**src/rtl/cms_ctrl_axil_bridge.sv**
```systemverilog
`timescale 1ns/1ps
// -----------------------------------------------------------------------------
// cms_ctrl_axil_bridge
//
// AXI4-Lite slave that initiates transfers on the continuous monitoring
// system's ctrl port. Each host write becomes a one-cycle ctrl_write_enable
// strobe. Each host read becomes a one-cycle ctrl_read_enable strobe, and the
// returned ctrl_rdata is captured for the R channel. Only one transaction is
// in flight at a time.
//
// Optional build macro: CMS_CTRL_PARTIAL_WRITE_EN
//   defined   : a write with s_wstrb other than all-ones performs a
//               read-modify-write (RMW_READ, RMW_MERGE). wstrb == 0 completes
//               OKAY with no strobes.
//   undefined : a partial-strobe write completes with SLVERR and no strobes.
//
// Ports
//   CLK, RST_N           clock, asynchronous active-low reset
//   s_aw*/s_w*/s_b*      AXI-Lite write address / data / response channels
//   s_ar*/s_r*           AXI-Lite read address / data channels
//   ctrl_addr            ctrl register index (addr[10:3])
//   ctrl_wdata           ctrl write data
//   ctrl_write_enable    one-cycle write strobe
//   ctrl_read_enable     one-cycle read strobe
//   ctrl_rdata           ctrl read data, valid exactly one cycle after the strobe
//   dbg_state            current FSM state encoding
//
// Handshake: every AXI channel transfers on a rising CLK edge where both
// valid and ready are high. The readies are combinational from registered
// state (and, for arready, the current AW/W valids); the responses (bvalid,
// rvalid) are registered and stay high, with stable payload, until the
// matching ready is seen.
// -----------------------------------------------------------------------------
module cms_ctrl_axil_bridge #(
  parameter int AXIL_ADDR_WIDTH = 12,
  parameter int CTRL_ADDR_WIDTH = 8,
  parameter int CTRL_DATA_WIDTH = 64,
  parameter int NUM_CTRL_REGS   = 11
) (
  input  logic                         CLK,
  input  logic                         RST_N,
  input  logic [AXIL_ADDR_WIDTH-1:0]   s_awaddr,
  input  logic                         s_awvalid,
  output logic                         s_awready,
  input  logic [CTRL_DATA_WIDTH-1:0]   s_wdata,
  input  logic [CTRL_DATA_WIDTH/8-1:0] s_wstrb,
  input  logic                         s_wvalid,
  output logic                         s_wready,
  output logic [1:0]                   s_bresp,
  output logic                         s_bvalid,
  input  logic                         s_bready,
  input  logic [AXIL_ADDR_WIDTH-1:0]   s_araddr,
  input  logic                         s_arvalid,
  output logic                         s_arready,
  output logic [CTRL_DATA_WIDTH-1:0]   s_rdata,
  output logic [1:0]                   s_rresp,
  output logic                         s_rvalid,
  input  logic                         s_rready,
  output logic [CTRL_ADDR_WIDTH-1:0]   ctrl_addr,
  output logic [CTRL_DATA_WIDTH-1:0]   ctrl_wdata,
  output logic                         ctrl_write_enable,
  output logic                         ctrl_read_enable,
  input  logic [CTRL_DATA_WIDTH-1:0]   ctrl_rdata,
  output logic [2:0]                   dbg_state
);

  localparam int STRB_WIDTH = CTRL_DATA_WIDTH / 8;
  localparam logic [1:0] RESP_OKAY   = 2'b00;
  localparam logic [1:0] RESP_SLVERR = 2'b10;
  localparam logic [CTRL_ADDR_WIDTH-1:0] NUM_REGS_W = CTRL_ADDR_WIDTH'(NUM_CTRL_REGS);

  typedef enum logic [2:0] {
    ST_IDLE       = 3'd0,
    ST_WR_ISSUE   = 3'd1,
    ST_WR_RESP    = 3'd2,
    ST_RD_ISSUE   = 3'd3,
    ST_RD_CAPTURE = 3'd4,
    ST_RD_RESP    = 3'd5
`ifdef CMS_CTRL_PARTIAL_WRITE_EN
    ,
    ST_RMW_READ   = 3'd6,
    ST_RMW_MERGE  = 3'd7
`endif
  } state_t;

  state_t                       state;
  logic [1:0]                   init_q;     // delays readies to the 2nd edge after reset release
  logic                         aw_full;
  logic                         w_full;
  logic [AXIL_ADDR_WIDTH-1:0]   aw_addr_q;
  logic [CTRL_DATA_WIDTH-1:0]   w_data_q;
  logic [STRB_WIDTH-1:0]        w_strb_q;
  logic                         rd_prio;    // 1: a read wins the next write/read collision
  logic                         err_q;      // current transaction gets SLVERR

  // Address decode: 8-byte aligned, upper bits clear, index in range.
  function automatic logic addr_err(input logic [AXIL_ADDR_WIDTH-1:0] addr);
    return (addr[2:0] != 3'b000) ||
           (addr[AXIL_ADDR_WIDTH-1:11] != '0) ||
           (addr[3 +: CTRL_ADDR_WIDTH] >= NUM_REGS_W);
  endfunction

`ifdef CMS_CTRL_PARTIAL_WRITE_EN
  function automatic logic [CTRL_DATA_WIDTH-1:0] merge_bytes(
    input logic [CTRL_DATA_WIDTH-1:0] old_d,
    input logic [CTRL_DATA_WIDTH-1:0] new_d,
    input logic [STRB_WIDTH-1:0]      strb
  );
    logic [CTRL_DATA_WIDTH-1:0] m;
    m = old_d;
    for (int i = 0; i < STRB_WIDTH; i++) begin
      if (strb[i]) m[8*i +: 8] = new_d[8*i +: 8];
    end
    return m;
  endfunction
`endif

  logic                       idle;
  logic                       ready_en;
  logic                       aw_hs;
  logic                       w_hs;
  logic                       ar_hs;
  logic                       wr_complete;
  logic [AXIL_ADDR_WIDTH-1:0] wr_addr;
  logic [CTRL_DATA_WIDTH-1:0] wr_data;
  logic [STRB_WIDTH-1:0]      wr_strb;
  logic                       wr_addr_err;
  logic                       rd_addr_err;

  assign idle     = (state == ST_IDLE);
  assign ready_en = init_q[1];

  assign s_awready = idle && ready_en && !aw_full;
  assign s_wready  = idle && ready_en && !w_full;
  // A read is only offered when no write is half-collected. When AW and W
  // arrive together with AR, arready doubles as the arbitration grant.
  assign s_arready = idle && ready_en && !aw_full && !w_full &&
                     !(s_awvalid && s_wvalid && !rd_prio);

  assign aw_hs = s_awvalid && s_awready;
  assign w_hs  = s_wvalid  && s_wready;
  assign ar_hs = s_arvalid && s_arready;

  // Write payload as seen at the grant edge: latched copy, or the beat
  // arriving in this very cycle.
  assign wr_addr     = aw_full ? aw_addr_q : s_awaddr;
  assign wr_data     = w_full  ? w_data_q  : s_wdata;
  assign wr_strb     = w_full  ? w_strb_q  : s_wstrb;
  assign wr_complete = (aw_full || aw_hs) && (w_full || w_hs);
  assign wr_addr_err = addr_err(wr_addr);
  assign rd_addr_err = addr_err(s_araddr);

  assign dbg_state = state;

  always_ff @(posedge CLK or negedge RST_N) begin
    if (!RST_N) begin
      state             <= ST_IDLE;
      init_q            <= 2'b00;
      aw_full           <= 1'b0;
      w_full            <= 1'b0;
      aw_addr_q         <= '0;
      w_data_q          <= '0;
      w_strb_q          <= '0;
      rd_prio           <= 1'b0;
      err_q             <= 1'b0;
      s_bresp           <= RESP_OKAY;
      s_bvalid          <= 1'b0;
      s_rdata           <= '0;
      s_rresp           <= RESP_OKAY;
      s_rvalid          <= 1'b0;
      ctrl_addr         <= '0;
      ctrl_wdata        <= '0;
      ctrl_write_enable <= 1'b0;
      ctrl_read_enable  <= 1'b0;
    end else begin
      init_q            <= {init_q[0], 1'b1};
      ctrl_write_enable <= 1'b0;
      ctrl_read_enable  <= 1'b0;

      if (aw_hs) begin
        aw_full   <= 1'b1;
        aw_addr_q <= s_awaddr;
      end
      if (w_hs) begin
        w_full   <= 1'b1;
        w_data_q <= s_wdata;
        w_strb_q <= s_wstrb;
      end

      case (state)
        ST_IDLE: begin
          if (ar_hs) begin
            rd_prio <= 1'b0;
            err_q   <= rd_addr_err;
            state   <= ST_RD_ISSUE;
            if (!rd_addr_err) begin
              ctrl_read_enable <= 1'b1;
              ctrl_addr        <= s_araddr[3 +: CTRL_ADDR_WIDTH];
            end
          end else if (wr_complete) begin
            rd_prio <= 1'b1;
            if (wr_addr_err) begin
              err_q <= 1'b1;
              state <= ST_WR_ISSUE;
            end else if (wr_strb == '1) begin
              err_q             <= 1'b0;
              ctrl_write_enable <= 1'b1;
              ctrl_addr         <= wr_addr[3 +: CTRL_ADDR_WIDTH];
              ctrl_wdata        <= wr_data;
              state             <= ST_WR_ISSUE;
            end
`ifdef CMS_CTRL_PARTIAL_WRITE_EN
            else if (wr_strb == '0) begin
              // Nothing to change: answer OKAY without touching the core.
              err_q <= 1'b0;
              state <= ST_WR_ISSUE;
            end else begin
              err_q            <= 1'b0;
              ctrl_read_enable <= 1'b1;
              ctrl_addr        <= wr_addr[3 +: CTRL_ADDR_WIDTH];
              state            <= ST_RMW_READ;
            end
`else
            else begin
              err_q <= 1'b1;
              state <= ST_WR_ISSUE;
            end
`endif
          end
        end

        ST_WR_ISSUE: begin
          s_bvalid <= 1'b1;
          s_bresp  <= err_q ? RESP_SLVERR : RESP_OKAY;
          state    <= ST_WR_RESP;
        end

        ST_WR_RESP: begin
          if (s_bready) begin
            s_bvalid <= 1'b0;
            aw_full  <= 1'b0;
            w_full   <= 1'b0;
            state    <= ST_IDLE;
          end
        end

        ST_RD_ISSUE: begin
          state <= ST_RD_CAPTURE;
        end

        ST_RD_CAPTURE: begin
          // ctrl_rdata is valid in this cycle, one after the strobe.
          s_rdata  <= err_q ? '0 : ctrl_rdata;
          s_rresp  <= err_q ? RESP_SLVERR : RESP_OKAY;
          s_rvalid <= 1'b1;
          state    <= ST_RD_RESP;
        end

        ST_RD_RESP: begin
          if (s_rready) begin
            s_rvalid <= 1'b0;
            state    <= ST_IDLE;
          end
        end

`ifdef CMS_CTRL_PARTIAL_WRITE_EN
        ST_RMW_READ: begin
          state <= ST_RMW_MERGE;
        end

        ST_RMW_MERGE: begin
          // ctrl_addr still holds the index set by the RMW read strobe.
          ctrl_wdata        <= merge_bytes(ctrl_rdata, w_data_q, w_strb_q);
          ctrl_write_enable <= 1'b1;
          state             <= ST_WR_ISSUE;
        end
`endif

        default: state <= ST_IDLE;
      endcase
    end
  end

endmodule

```
**config.mk**
```make
export PLATFORM = sky130hd
export DESIGN_NAME = cms_ctrl_axil_bridge
export DESIGN_NICKNAME = d
export VERILOG_FILES = /design/src/rtl/cms_ctrl_axil_bridge.sv
export SDC_FILE = /design/constraint.sdc
export NUM_CORES = 1
export LEC_CHECK = 0
export CORE_MARGIN = 4
export CORE_UTILIZATION = 30
export DETAILED_ROUTE_END_ITERATION = 16
export SYNTH_ARGS = -nofsm -noshare
export SYNTH_HDL_FRONTEND = slang
export SYNTH_SLANG_ARGS = --single-unit
```
**constraint.sdc**
```tcl
create_clock -name CLK -period 5.3 [get_ports CLK]
set_input_delay 0.53 -clock CLK [delete_from_list [all_inputs] [get_ports CLK]]
set_output_delay 0.53 -clock CLK [all_outputs]
set_load 0.005 [all_outputs]
```
# Yosys cells after proc, flatten, opt, wreduce, memory -nomap -nowiden
# Index checks and enable logic that the tools add are counted.
# word_totals
input_bits	167
regBits	237
word_cells	106
# op_classes
eq_ne	11
n_bitwise	2
reduce_logical	34
n_lt_le_gt_ge	2
muxes	39
# op_table
cell	n
2-to-1 mux 64 bit	2
2-to-1 mux 8 bit	6
2-to-1 mux 1 bit	22
case mux 3 bit (6 select lines)	1
>= comparator 8 x 4 -> 1 bit (second input constant)	2
2-to-1 mux 12 bit	1
2-to-1 mux 3 bit	4
logical AND 1 bit	11
AND reduction 5 bit	2
== test 8 bit (second input constant)	1
!= test 2 bit (second input constant)	4
nonzero test 2 bit	4
== test 3 x 2 -> 1 bit (second input constant)	2
== test 3 bit (second input constant)	2
logical OR 1 bit	6
AND reduction 2 bit	3
nonzero test 3 bit	2
logical NOT 1 bit	4
case mux 1 bit (2 select lines)	2
== test 3 x 1 -> 1 bit (second input constant)	1
logical NOT 3 bit	1
!= test 3 x 1 -> 1 bit (second input constant)	1
AND reduction 3 bit	1
2-to-1 mux 2 bit	1
NOT 1 bit	2

# Longest topological paths before layout
# depth
depth_word	9
ltp_mapped	7
depth_no_buf	5

# Least setup slack after synthesis
# No wires, ideal clock.
# synth_path
kind	in2reg
startpoint	input port s_awaddr[8]
endpoint	register ctrl_wdata[0]
required_time_ns	5.172
n_path_buf	1
slack_ns	2.869
arrival_ns	2.304
stages	6
cell_sequence	or4_1 -> o22ai_1 -> nand2_1 -> nor3_2 -> buf_2 -> mux2_1
# synth_between
elab_chain_len	5
# synth_lines
element	line_no	rtl
start, declared	42	input logic [AXIL_ADDR_WIDTH-1:0] s_awaddr,
2-to-1 mux 12 bit	146	assign wr_addr = aw_full ? aw_addr_q : s_awaddr;
>= comparator 8 x 4 -> 1 bit	100	(addr[3 +: CTRL_ADDR_WIDTH] >= NUM_REGS_W);
logical OR 1 bit	99	(addr[AXIL_ADDR_WIDTH-1:11] != '0) ||
NOT 1 bit (no source line)	n/a	
AND reduction 5 bit (no source line)	n/a	
end signal, assigned	209	ctrl_wdata <= wr_data;
end, declared	60	output logic [CTRL_DATA_WIDTH-1:0] ctrl_wdata,
# No other way between the ends.
# A chain may end at the register's enable or synchronous reset.

# Worst setup path in the final report
# layout_path
startpoint	register state[0] (netlist: dbg_state[0])
endpoint	output port s_arready
# layout_between
elab_chain_len	5
# layout_lines
element	line_no	rtl
start, declared	86	state_t state;
start signal, assigned	157	state <= ST_IDLE;
start signal, assigned	195	state <= ST_RD_ISSUE;
start signal, assigned	204	state <= ST_WR_ISSUE;
logical NOT 3 bit	130	assign idle = (state == ST_IDLE);
logical AND 1 bit (4 in series)	137	assign s_arready = idle && ready_en && !aw_full && !w_full &&
end, declared	54	output logic s_arready,
# No other way between the ends.

==> parameters.txt <==
Parameter                              Value

Clock tree
  Clock tree sinks ... 235
  Clock Pin Slew Worst Setup and Hold Paths ... 0.06 ns
  Number of cells upsized or downsized after cts ... 0
  Worst-case clock buffer depth ... 3
  Clk root buf ... clkbuf_16
  CTS tree ... built
  Hold Buf Count CTS ... 0
  H-tree level count ... 1
  Clk Latency, worst-skew pair ... 0.54 ns
  Post-CTS setup buffers ... 0
  Number of buffers added by the clock tree synthesis step ... 27

Power
  Sequential cell fraction of total power ... 40.3%
  Design internal power ... 4.991 mW
  Static leakage ... 6.440 nW
  Clk network pwr share ... 24.8%
  Share of total power consumed by net switching ... 29.10%
  IR drop worst, VDD ... 0.2542 mV
  Power density over the cells ... 484.7 nW/µm²
  Net Sw Power ... 2.049 mW
  Combinational cell fraction of total power ... 34.9%
  Post-route total power ... 7.040 mW

Finish
  Layout net count ... 1271
  P&R area growth vs syn ... 43.60%
  Fraction of the core area covered by cells at the end of the flow ... 44.19%
  Proportion of layout cells with a drive suffix above 1 ... 18.93%
  Diodes inserted ... 0

STA
  Max transition margin ... 36.33%
  Setup repair after global routing missed its margin ... no
  Actual transition at the worst max-transition pin ... 0.9550 ns
  Hold Worst Slack ... 0.03142 ns
  Skew final ... 0.01808 ns
  Summed negative setup slack over all endpoints ... 0 ns
  Number of max-slew violations in the final report ... 0
  Time the worst path needs with I/O delays and setup ... 3.272 ns
  Final number of hold-violating endpoints ... 0
  F_max ... 0.3056 GHz
  Final worst path period share ... 61.74%
  Final setup violation count ... 0
  Setup slack of the critical path after layout ... 2.028 ns

Global routing
  Pin count of the biggest net entering global routing ... 130
  Overall fraction of global-route tracks in use ... 13.90%
  Via count of the first global-routing pass ... 7320
  Grt ovf ... 0
  Initial antenna violation count ... 2
  First-pass GRT wire length ... 41.05 mm

Synthesis
  Synthesized-area fraction occupied by adder cells ... 0%
  Share of cell area taken by muxes after synthesis ... 24.57%
  Cell variety after synth ... 36
  Most used flip-flop cell after synthesis ... dfrtp_1
  Part of the Yosys area used for sequential elements ... 58.14%
  Simple logic cell fraction of the synthesized area ... 9.896%
  Xor and xnor fraction of the mapped netlist area ... 0%
  Post-synth EDFFs ... 0
  Warnings, synthesis ... 0
  Synth Register Bits ... 235
  Mean cell area of the mapped netlist ... 12.60 µm²
  Share of synthesized registers carrying an async set or reset ... 100.0%
  Cell area after synthesis ... 10110 µm²
  Largest family of logic cells by synthesized area ... multiplexers
  Count of mapped cells out of synthesis ... 803
  Share of the synthesized area in compound gates (AO/OA/AOI/OAI) ... 5.059%

Floorplan
  Starting density of the core ... 30.78%
  Die outline area ... 36720 µm²
  Die width ... 191.6 µm
  Die outline height ... 191.6 µm
  Count of boundary I/O pins ... 317
  Std-Cell Core Area ... 32870 µm²
  Total number of placement rows ... 66

Worst setup path
  Arrival time at the worst endpoint ... 2.74 ns
  Endpoint of the worst register-to-register path ... ctrl_wdata[57]
  Endpoint kind of the worst setup timing path ... primary output
  Internal reg-to-reg setup slack ... 2.05 ns
  Startpoint of the most critical register-to-register path ... dbg_state[0]
  Largest fanout on the critical path ... 14
  Data required time of the worst path ... 4.77 ns
  Crit Path Class ... flip-flop to primary output
  Kind of launch point of the worst setup path ... flip-flop
  Worst-case reg-to-reg path depth ... 6

Flow run
  Max-cap violations ... 0

Placed design
  Pre-CTS setup slack ... 1.899 ns
  Input/output buffers ... 314
  Total half-perimeter wirelength after legalization and detailed placement ... 18.74 mm
  Last weighted congestion value of the routability-driven placer ... 0.7439

Route
  Final routed wire length divided by cell count ... 17.06 µm
  Via-per-instance ratio ... 4.583
  Post-route DRC ... 0
  Total number of vias ... 7159
  Detailed Route WL ... 26.65 mm
  Remaining number of nets flagged by the antenna check after routing ... 0
  Iteration count of the initial detailed-routing pass ... 4
  Number of DRC markers in iteration 0 ... 200

Hold path
  Type of the most critical hold path ... input port to asynchronous set/reset pin

Run status
  Result of the run ... finished clean
[worst max path at each step]
stage	from	to	slack (ns)	cells past startpoint
after global placement	s_awaddr[8]	ctrl_wdata[20]	1.89	7
final	dbg_state[0]	s_arready	2.03	3
after CTS	dbg_state[0]	s_arready	1.95	3
after detailed placement	s_awaddr[8]	ctrl_wdata[20]	1.90	7
after floorplan	s_awaddr[8]	ctrl_wdata[0]	2.87	6
after global routing	dbg_state[0]	s_arready	1.88	3
[cell usage after synthesis (all sizes together), types with 4 or more instances]
library cell | number | area (µm²)
dfrtp | 235 | 5881
mux2 | 218 | 2455
nand2 | 83 | 311.6
o21ai | 72 | 360.4
nand2b | 68 | 425.4
clkbuf | 39 | 146.4
nor2 | 14 | 52.55
a21oi | 11 | 55.05
buf | 11 | 56.30
inv | 7 | 26.28
nand4 | 5 | 31.28
nor4 | 5 | 46.29
nand3b | 4 | 30.03
nor3 | 4 | 25.02
[metrics by stage]
step | std cells | cell area [µm²]
5_1_grt | 1562 | 14530
6_report | 1562 | 14530
4_1_cts | 1562 | 14530
3_3_place_gp | 1517 | 13700
2_1_floorplan | 804 | 10120
3_5_place_dp | 1517 | 13700
[layout by cell type, fill, tap and decap left out, types with 2 or more instances in the layout]
| cell type | n |
|---|---|
| inv_1 | 7 |
| buf_4 | 6 |
| nand2b_1 | 68 |
| clkbuf_1 | 5 |
| and3b_1 | 2 |
| clkinv_2 | 6 |
| nor3_1 | 3 |
| mux2i_1 | 3 |
| o2111ai_1 | 2 |
| nand2_1 | 82 |
| o21ai_0 | 72 |
| clkbuf_16 | 27 |
| clkbuf_8 | 4 |
| clkdlybuf4s50_1 | 313 |
| o21bai_1 | 3 |
| conb_1 | 3 |
| a21oi_1 | 11 |
| nand3b_1 | 4 |
| mux2_1 | 60 |
| nand3_1 | 2 |
| or4b_1 | 2 |
| mux2_2 | 158 |
| a31oi_1 | 2 |
| dfrtp_1 | 234 |
| nand4_1 | 5 |
| nor2_1 | 14 |
| nor4_1 | 4 |
[power groups by stage]
| stage | registers, mW | logic, mW | clock network [mW] |
|---|---|---|---|
| final | 2.84 | 2.45 | 1.75 |
| after global routing | 2.93 | 2.73 | 1.89 |
| after CTS | 2.85 | 2.51 | 1.82 |
| after detailed placement | 2.88 | 2.50 | 0 |
| after global placement | 2.85 | 2.47 | 0 |
| after floorplan | 2.77 | 1.38 | 0 |
[flip-flops by register name, indices dropped and copies added, names as in the netlist, 2 cells and up]
signal / flops
w_strb_q: 8
dbg_state: 3
init_q: 2
aw_addr_q: 12
ctrl_addr: 8
w_data_q: 64
ctrl_wdata: 64
s_rdata: 64
[worst max-delay path: stages, from the launching register on]
cell and delay [ns]:
dfrtp_1 0.51, or4b_1 0.67, nor4_1 0.40, clkdlybuf4s50_1 0.64
[cell families (layout without fill, tap and decap cells)]
kind of cell	after synthesis	after routing
compound gates	95	95
buf+inv	57	373
flops	235	235
mux	221	221
other cells	2	3
simple gates	193	193
[cell type report]
class | instances | area, µm²
fillers | 3123 | 18340
well taps | 442 | 553.0
flip-flops and latches | 235 | 5882
multi-input cells | 512 | 4025
repair buffers | 321 | 3213
clock buffers | 36 | 749.5
clock inverters | 9 | 76.32
inverters | 7 | 26.28
[layer usage]
metal / share of wire [%] / global-route usage [%] / wire length [µm]
met1: 43 / 17.75 / 11440
met2: 43 / 21.76 / 11510
met3: 12 / 6.652 / 3167
met4: 1.9 / 2.680 / 512
met5: 0.10 / 0 / 27
Power figures use the tool's default switching activity.
